## config.mk

```make
export PLATFORM = sky130hd
export DESIGN_NAME = ramb_writer
export DESIGN_NICKNAME = d
export VERILOG_FILES = /design/src/rtl/ramb_writer.sv
export SDC_FILE = /design/constraint.sdc
export NUM_CORES = 1
export LEC_CHECK = 0
export BUFFER_PORTS_ARGS = -buffer_cell sky130_fd_sc_hd__buf_2
export CORE_UTILIZATION = 45
export CTS_CLUSTER_DIAMETER = 150
export DETAILED_ROUTE_END_ITERATION = 7
export PLACE_DENSITY = 0.73
export SYNTH_ARGS = -nofsm -noshare
export SYNTH_HDL_FRONTEND = slang
export SYNTH_SLANG_ARGS = --single-unit
```

## constraint.sdc

```tcl
create_clock -name clk -period 1.87 [get_ports clk]
set_clock_uncertainty 0.15 [all_clocks]
set_input_delay 0.374 -clock clk [delete_from_list [all_inputs] [get_ports clk]]
set_output_delay 0.374 -clock clk [all_outputs]
set_load 0.01 [all_outputs]
```

## src/rtl/ramb_writer.sv

```systemverilog
// ramb_writer: streams a DIM x DIM signed matrix B into a RAM write port.
// Optional build macro RAMB_WRITER_TRANSPOSE_EN stores B column-major.
module ramb_writer #(
   parameter int DATA_W = 8,
   parameter int DIM    = 8,
   parameter int ADDR_W = 8
) (
   input  logic              clk,
   input  logic              rst_n,
   input  logic              start,
   input  logic              in_valid,
   input  logic [DATA_W-1:0] in_data,
   output logic              in_ready,
   output logic              we,
   output logic [ADDR_W-1:0] waddr,
   output logic [DATA_W-1:0] wdata,
   output logic              busy,
   output logic              done,
   output logic [ADDR_W-1:0] count
);

   localparam int NELEM = DIM * DIM;
   localparam logic [ADDR_W-1:0] LAST  = ADDR_W'(NELEM - 1);
   localparam logic [ADDR_W-1:0] DIM_A = ADDR_W'(DIM);

   typedef enum logic [1:0] {
      IDLE,
      LOAD,
      DONE
   } state_t;

   state_t            state_q, state_d;
   logic [ADDR_W-1:0] count_q, count_d;
   logic [ADDR_W-1:0] waddr_q, waddr_d;
   logic [DATA_W-1:0] wdata_q, wdata_d;
   logic              we_q, we_d;
   logic              accept;

   // element index to RAM address; column-major when transposing
   function automatic logic [ADDR_W-1:0] map_addr(
      input logic [ADDR_W-1:0] k
   );
`ifdef RAMB_WRITER_TRANSPOSE_EN
      map_addr = (k % DIM_A) * DIM_A + (k / DIM_A);
`else
      map_addr = k;
`endif
   endfunction

   assign in_ready = (state_q == LOAD);
   assign accept   = in_valid & in_ready;

   // next-state, counter and write-port decode
   always_comb begin
      state_d = state_q;
      count_d = count_q;
      we_d    = 1'b0;
      waddr_d = waddr_q;
      wdata_d = wdata_q;
      case (state_q)
         IDLE, DONE: begin
            if (start) begin
               state_d = LOAD;
               count_d = '0;
            end
         end
         LOAD: begin
            if (accept) begin
               we_d    = 1'b1;
               waddr_d = map_addr(count_q);
               wdata_d = in_data;
               count_d = count_q + ADDR_W'(1);
               if (count_q == LAST) state_d = DONE;
            end
         end
         default: state_d = IDLE;
      endcase
   end

   // all state and registered outputs
   always_ff @(posedge clk or negedge rst_n) begin
      if (!rst_n) begin
         state_q <= IDLE;
         count_q <= '0;
         we_q    <= 1'b0;
         waddr_q <= '0;
         wdata_q <= '0;
      end else begin
         state_q <= state_d;
         count_q <= count_d;
         we_q    <= we_d;
         waddr_q <= waddr_d;
         wdata_q <= wdata_d;
      end
   end

   assign we    = we_q;
   assign waddr = waddr_q;
   assign wdata = wdata_q;
   assign count = count_q;
   assign busy  = (state_q == LOAD);
   assign done  = (state_q == DONE);

endmodule

```

Yosys cells after proc, flatten, opt, wreduce, memory -nomap -nowiden --
Index checks and enable logic that the tools add are counted.
Storage, ports and cells: bits in registers 27, bits in latches 0, RAM bits 0, memory bits (read-only) 0, input bits 12, logic and storage cells 28, memories kept 0
Operators by class: add/subtract/negate cells 1, multipliers 0, div/mod/pow operators 0, $lt $le $gt $ge 0, eq/ne operators 6, shifts and indexed selects 0, multiplexer cells 9, bitwise operators 1, reduce and logical (&&, ||, !) cells 6
Operator list (number):
- $mux 8 | 2
- $pmux 8 s2 | 1
- $add 8x1->8 const B | 1
- $eq 8x6->1 const B | 1
- $mux 2 | 3
- $reduce_and 3->1 | 2
- $ne 2x1->1 const B | 2
- $pmux 2 s2 | 1
- $eq 2x1->1 const B | 1
- $eq 2x2->1 const B | 1
- $logic_not 2->1 | 1
- $mux 1 | 2
- $ne 2x2->1 const B | 1
- $reduce_and 2->1 | 1
- $reduce_bool 2->1 | 1
- $reduce_or 2->1 | 1
- $and 1x1->1 | 1

Depth between registers and ports, before layout --
word-level depth 4, mapped depth 4

Worst setup path before layout --
Ideal clock, no wire load.
path kind register -> register, start point register count_q[0] (netlist: count[0]), end point register count_q[6] (netlist: count[6]), library setup time 0.077 ns, arrival time 1.222 ns, setup slack 0.420 ns, stages on the path, launching flop included 5, cells stage by stage dfrtp_1 > ha_1 > nand2_1 > or4_1 > a21oi_1
On the way: cells in the longest elaborated chain, start to end 3
Ends and longest elaborated chain:
- start: declaration | RTL line 33 | logic [ADDR_W-1:0] count_q, count_d;
- start signal: assignment | RTL line 90 | count_q <= count_d;
- $add 8x1->8 | RTL line 72 | count_d = count_q + ADDR_W'(1);
- $mux 8 | RTL line 68 | if (accept) begin
- $pmux 8 s2 | RTL line 60 | case (state_q)
No other way between the ends. The select of a mux whose other input is x is not followed. A chain may end at the register's enable or synchronous reset.

Final worst setup path --
start point register state_q[0], end point output busy
On the way: cells in the longest elaborated chain, start to end 1
Ends and longest elaborated chain:
- start: declaration | RTL line 32 | state_t state_q, state_d;
- start signal: assignment | RTL line 89 | state_q <= state_d;
- $eq 2x1->1 | RTL line 101 | assign busy = (state_q == LOAD);
- end: declaration | RTL line 17 | output logic busy,
No other way between the ends.

==> results.sh <==
export IMPL_status="finished clean"
export IMPL_grt_ovfl_total=0
export IMPL_cp_max_fo=6
export IMPL_synth_cell_types=26
export IMPL_gp_congestion=0.802
export IMPL_avgRoutedWirePerCell_um=13.5
export IMPL_multi_input_area_um2=425
export IMPL_drt_iter0_drc=16
export IMPL_grt_max_degree=28
export IMPL_layout_drive_gt1_share_pct=48.5
export IMPL_timing_final_max_slew_violations=0
export IMPL_grt_pass1_vias=752
export IMPL_hold_viol=0
export IMPL_grt_pass1_wl_um=3390
export IMPL_hpwl_um=1570
export IMPL_antenna_left=0
export IMPL_vias_per_cell=5.34
export IMPL_slew_limit_headroom_pct=62.1
export IMPL_die_h_um=52.2
export IMPL_h_tree_depth=1
export IMPL_tightestPinTransition_ns=0.569
export IMPL_start_kind="flip-flop"
export IMPL_port_buffers=39
export IMPL_coreArea_mm2=0.00230
export IMPL_synth_nets=100
export IMPL_clock_latency_ns=0.32
export IMPL_setup_viol=0
export IMPL_yosys_warnings=0
export IMPL_netlist_area_mm2=0.00113
export IMPL_slowest_delay_ns=0.45
export IMPL_hp_class="in2reg"
export IMPL_cts_setup_buffers=0
export IMPL_cp_num_buf_inv=2
export IMPL_rows=17
export IMPL_cp_arrival_ns=1.24
export IMPL_cts_tree="yes"
export IMPL_drt_pass1_iterations=4
export IMPL_p_leak_nw=0.709
export IMPL_insertedDiodeCount=0
export IMPL_die_w_um=52.2
export IMPL_clk_pin_slew_ns=0.14
export IMPL_fin_nets=144
export IMPL_crit_path_end_kind="output pin"
export IMPL_regArea_um2=677
export IMPL_final_cell_mix="buf_2 (39), dfrtp_1 (26), mux2_2 (16)"
export IMPL_post_route_period_util_pct=94.1
export IMPL_hold_slack_ns=0.122
export IMPL_vias=843
export IMPL_grt_use_total_pct=18.0
export IMPL_cts_buffers=3
export IMPL_boundaryPins=40
export IMPL_required_ns=1.35
export IMPL_drc=0
export IMPL_wl_um=2140
export IMPL_path_class="reg2out"
export IMPL_cts_buffer_depth=2
export IMPL_final_common_cell="buf_2"
export IMPL_path_cells="or2b_1, inv_1, buf_2"
export IMPL_finalSetupTns_ns=0
export IMPL_holdCritStartpoint="in_data[6]"
export IMPL_fill_cells=201
export IMPL_timing_rr_start="state_q[1]$_DFFE_PN0P_"
export IMPL_path_delay_family="flip-flops"
export IMPL_start_util_pct=49.3
export IMPL_powerDensity_mw_per_mm2=997
export IMPL_synthCells=87
export IMPL_root_buffer="clkbuf_4"
export IMPL_cap_viol_max_count=0
export IMPL_yosysSeqAreaShare_pct=59.6
export IMPL_max_freq_ghz=0.568
export IMPL_die_area_mm2=0.00272
export IMPL_antenna_found_initial=0
export IMPL_syn_avg_cell_area_um2=13.0
export IMPL_startpoint="state_q[0]$_DFFE_PN0P_"
export IMPL_timing_critical_path_slowest_stage_cell="dfrtp_2"
export IMPL_area_growth_pct=23.5
export IMPL_irDropWorstVdd_mv=0.706
export IMPL_synth_seq_cells=27
export IMPL_finalCriticalPeriod_ns=1.76
export IMPL_rsz0062_at_grt="false"
export IMPL_cts_sinks=27
-- cell type report --
class | instances | share of cell area [%]
Sequential cell | 27 | 48.3
Multi-Input combinational cell | 53 | 30.4
Timing Repair Buffer | 42 | 15.7
Tap cell | 28 | 2.50
Clock buffer | 3 | 1.61
Inverter | 4 | 1.07
Clock inverter | 1 | 0.357
-- per-stage QoR --
step           power (W)  std cells  utilization [%]  cell area (um^2)  worst slack (ns)
6_report         0.00140        158             60.9              1400             0.111
5_1_grt          0.00150        158             60.9              1400            0.0173
4_1_cts          0.00141        158             60.9              1400            0.0422
3_5_place_dp     0.00117        153             59.3              1360             0.300
3_3_place_gp     0.00115        153             59.3              1360             0.351
2_1_floorplan   0.000989         87                -              1130             0.420
-- cells by family after synthesis --
logic type,Yosys count,share of synthesized area [%]
AOI/OAI and AO/OA,12,6.95
xor gates and xnor gates,1,0.773
muxes,17,16.8
DFF,27,59.6
buffers and inverters,7,2.87
adders and majority gates,1,1.10
and+or+nand+nor,22,11.9
-- state kept, by name, indices dropped and copies added (netlist names) --
| register | cells |
|---|---|
| count | 8 |
| waddr | 8 |
| wdata | 8 |
| state_q | 2 |
| we | 1 |
-- routing by layer --
metal	track usage (%)	share of wire [%]	routed length [um]
met3	5.80	6.6	142
met2	26.7	48	1040
met1	23.6	43	925
met4	8.77	1.6	34
met5	0	0	0
-- power breakdown --
group          internal (W)  switching, W  total [W]  leakage, nW
Sequential         0.000690     0.0000942   0.000784        0.341
Clock             0.0000802      0.000166   0.000246       0.0177
Combinational      0.000179      0.000186   0.000366        0.351
Total              0.000950      0.000446    0.00140        0.709
-- what timing repair did --
action / in CTS / in global routing
gates resized for setup: 0 / 1
hold buffers: 1 / 0
endpoints found under the setup margin: 0 / 2
hold endpoints to repair: 27 / 0
-- Yosys cell counts --
master    number  area (um^2)
a21oi_1        2         10.0
a22o_1         1         8.76
buf_2          2         10.0
buf_4          1         7.51
dfrtp_1       27          676
ha_1           1         12.5
inv_1          4         15.0
mux2_2        16          180
mux2i_1        1         10.0
nand2_1        4         15.0
nand2b_1       3         18.8
nand3_1        5         25.0
nand3b_4       1         20.0
nand4b_1       1         8.76
nor2_1         2         7.51
nor2b_1        1         6.26
nor4_1         2         12.5
o211ai_1       1         7.51
o21ai_0        4         20.0
o311ai_0       1         8.76
o31ai_1        2         15.0
o41ai_1        1         8.76
or2b_1         1         7.51
or3_1          1         6.26
or4_1          1         7.51
xor2_1         1         8.76
-- final timing paths --
check                           slack (ns)  cells after the start                      to
worst max-delay path                  0.11                      3                    busy
max in group asynchronous             0.76                      2  state_q[0]$_DFFE_PN0P_
min in group asynchronous             0.40                      2    waddr[3]$_DFFE_PN0P_
worst min register to register        0.37                      1    wdata[6]$_DFFE_PN0P_
worst max register to register        0.30                      3    count[6]$_DFFE_PN0P_
worst min-delay path                  0.12                      2    wdata[6]$_DFFE_PN0P_
Power figures use the tool's default switching activity.
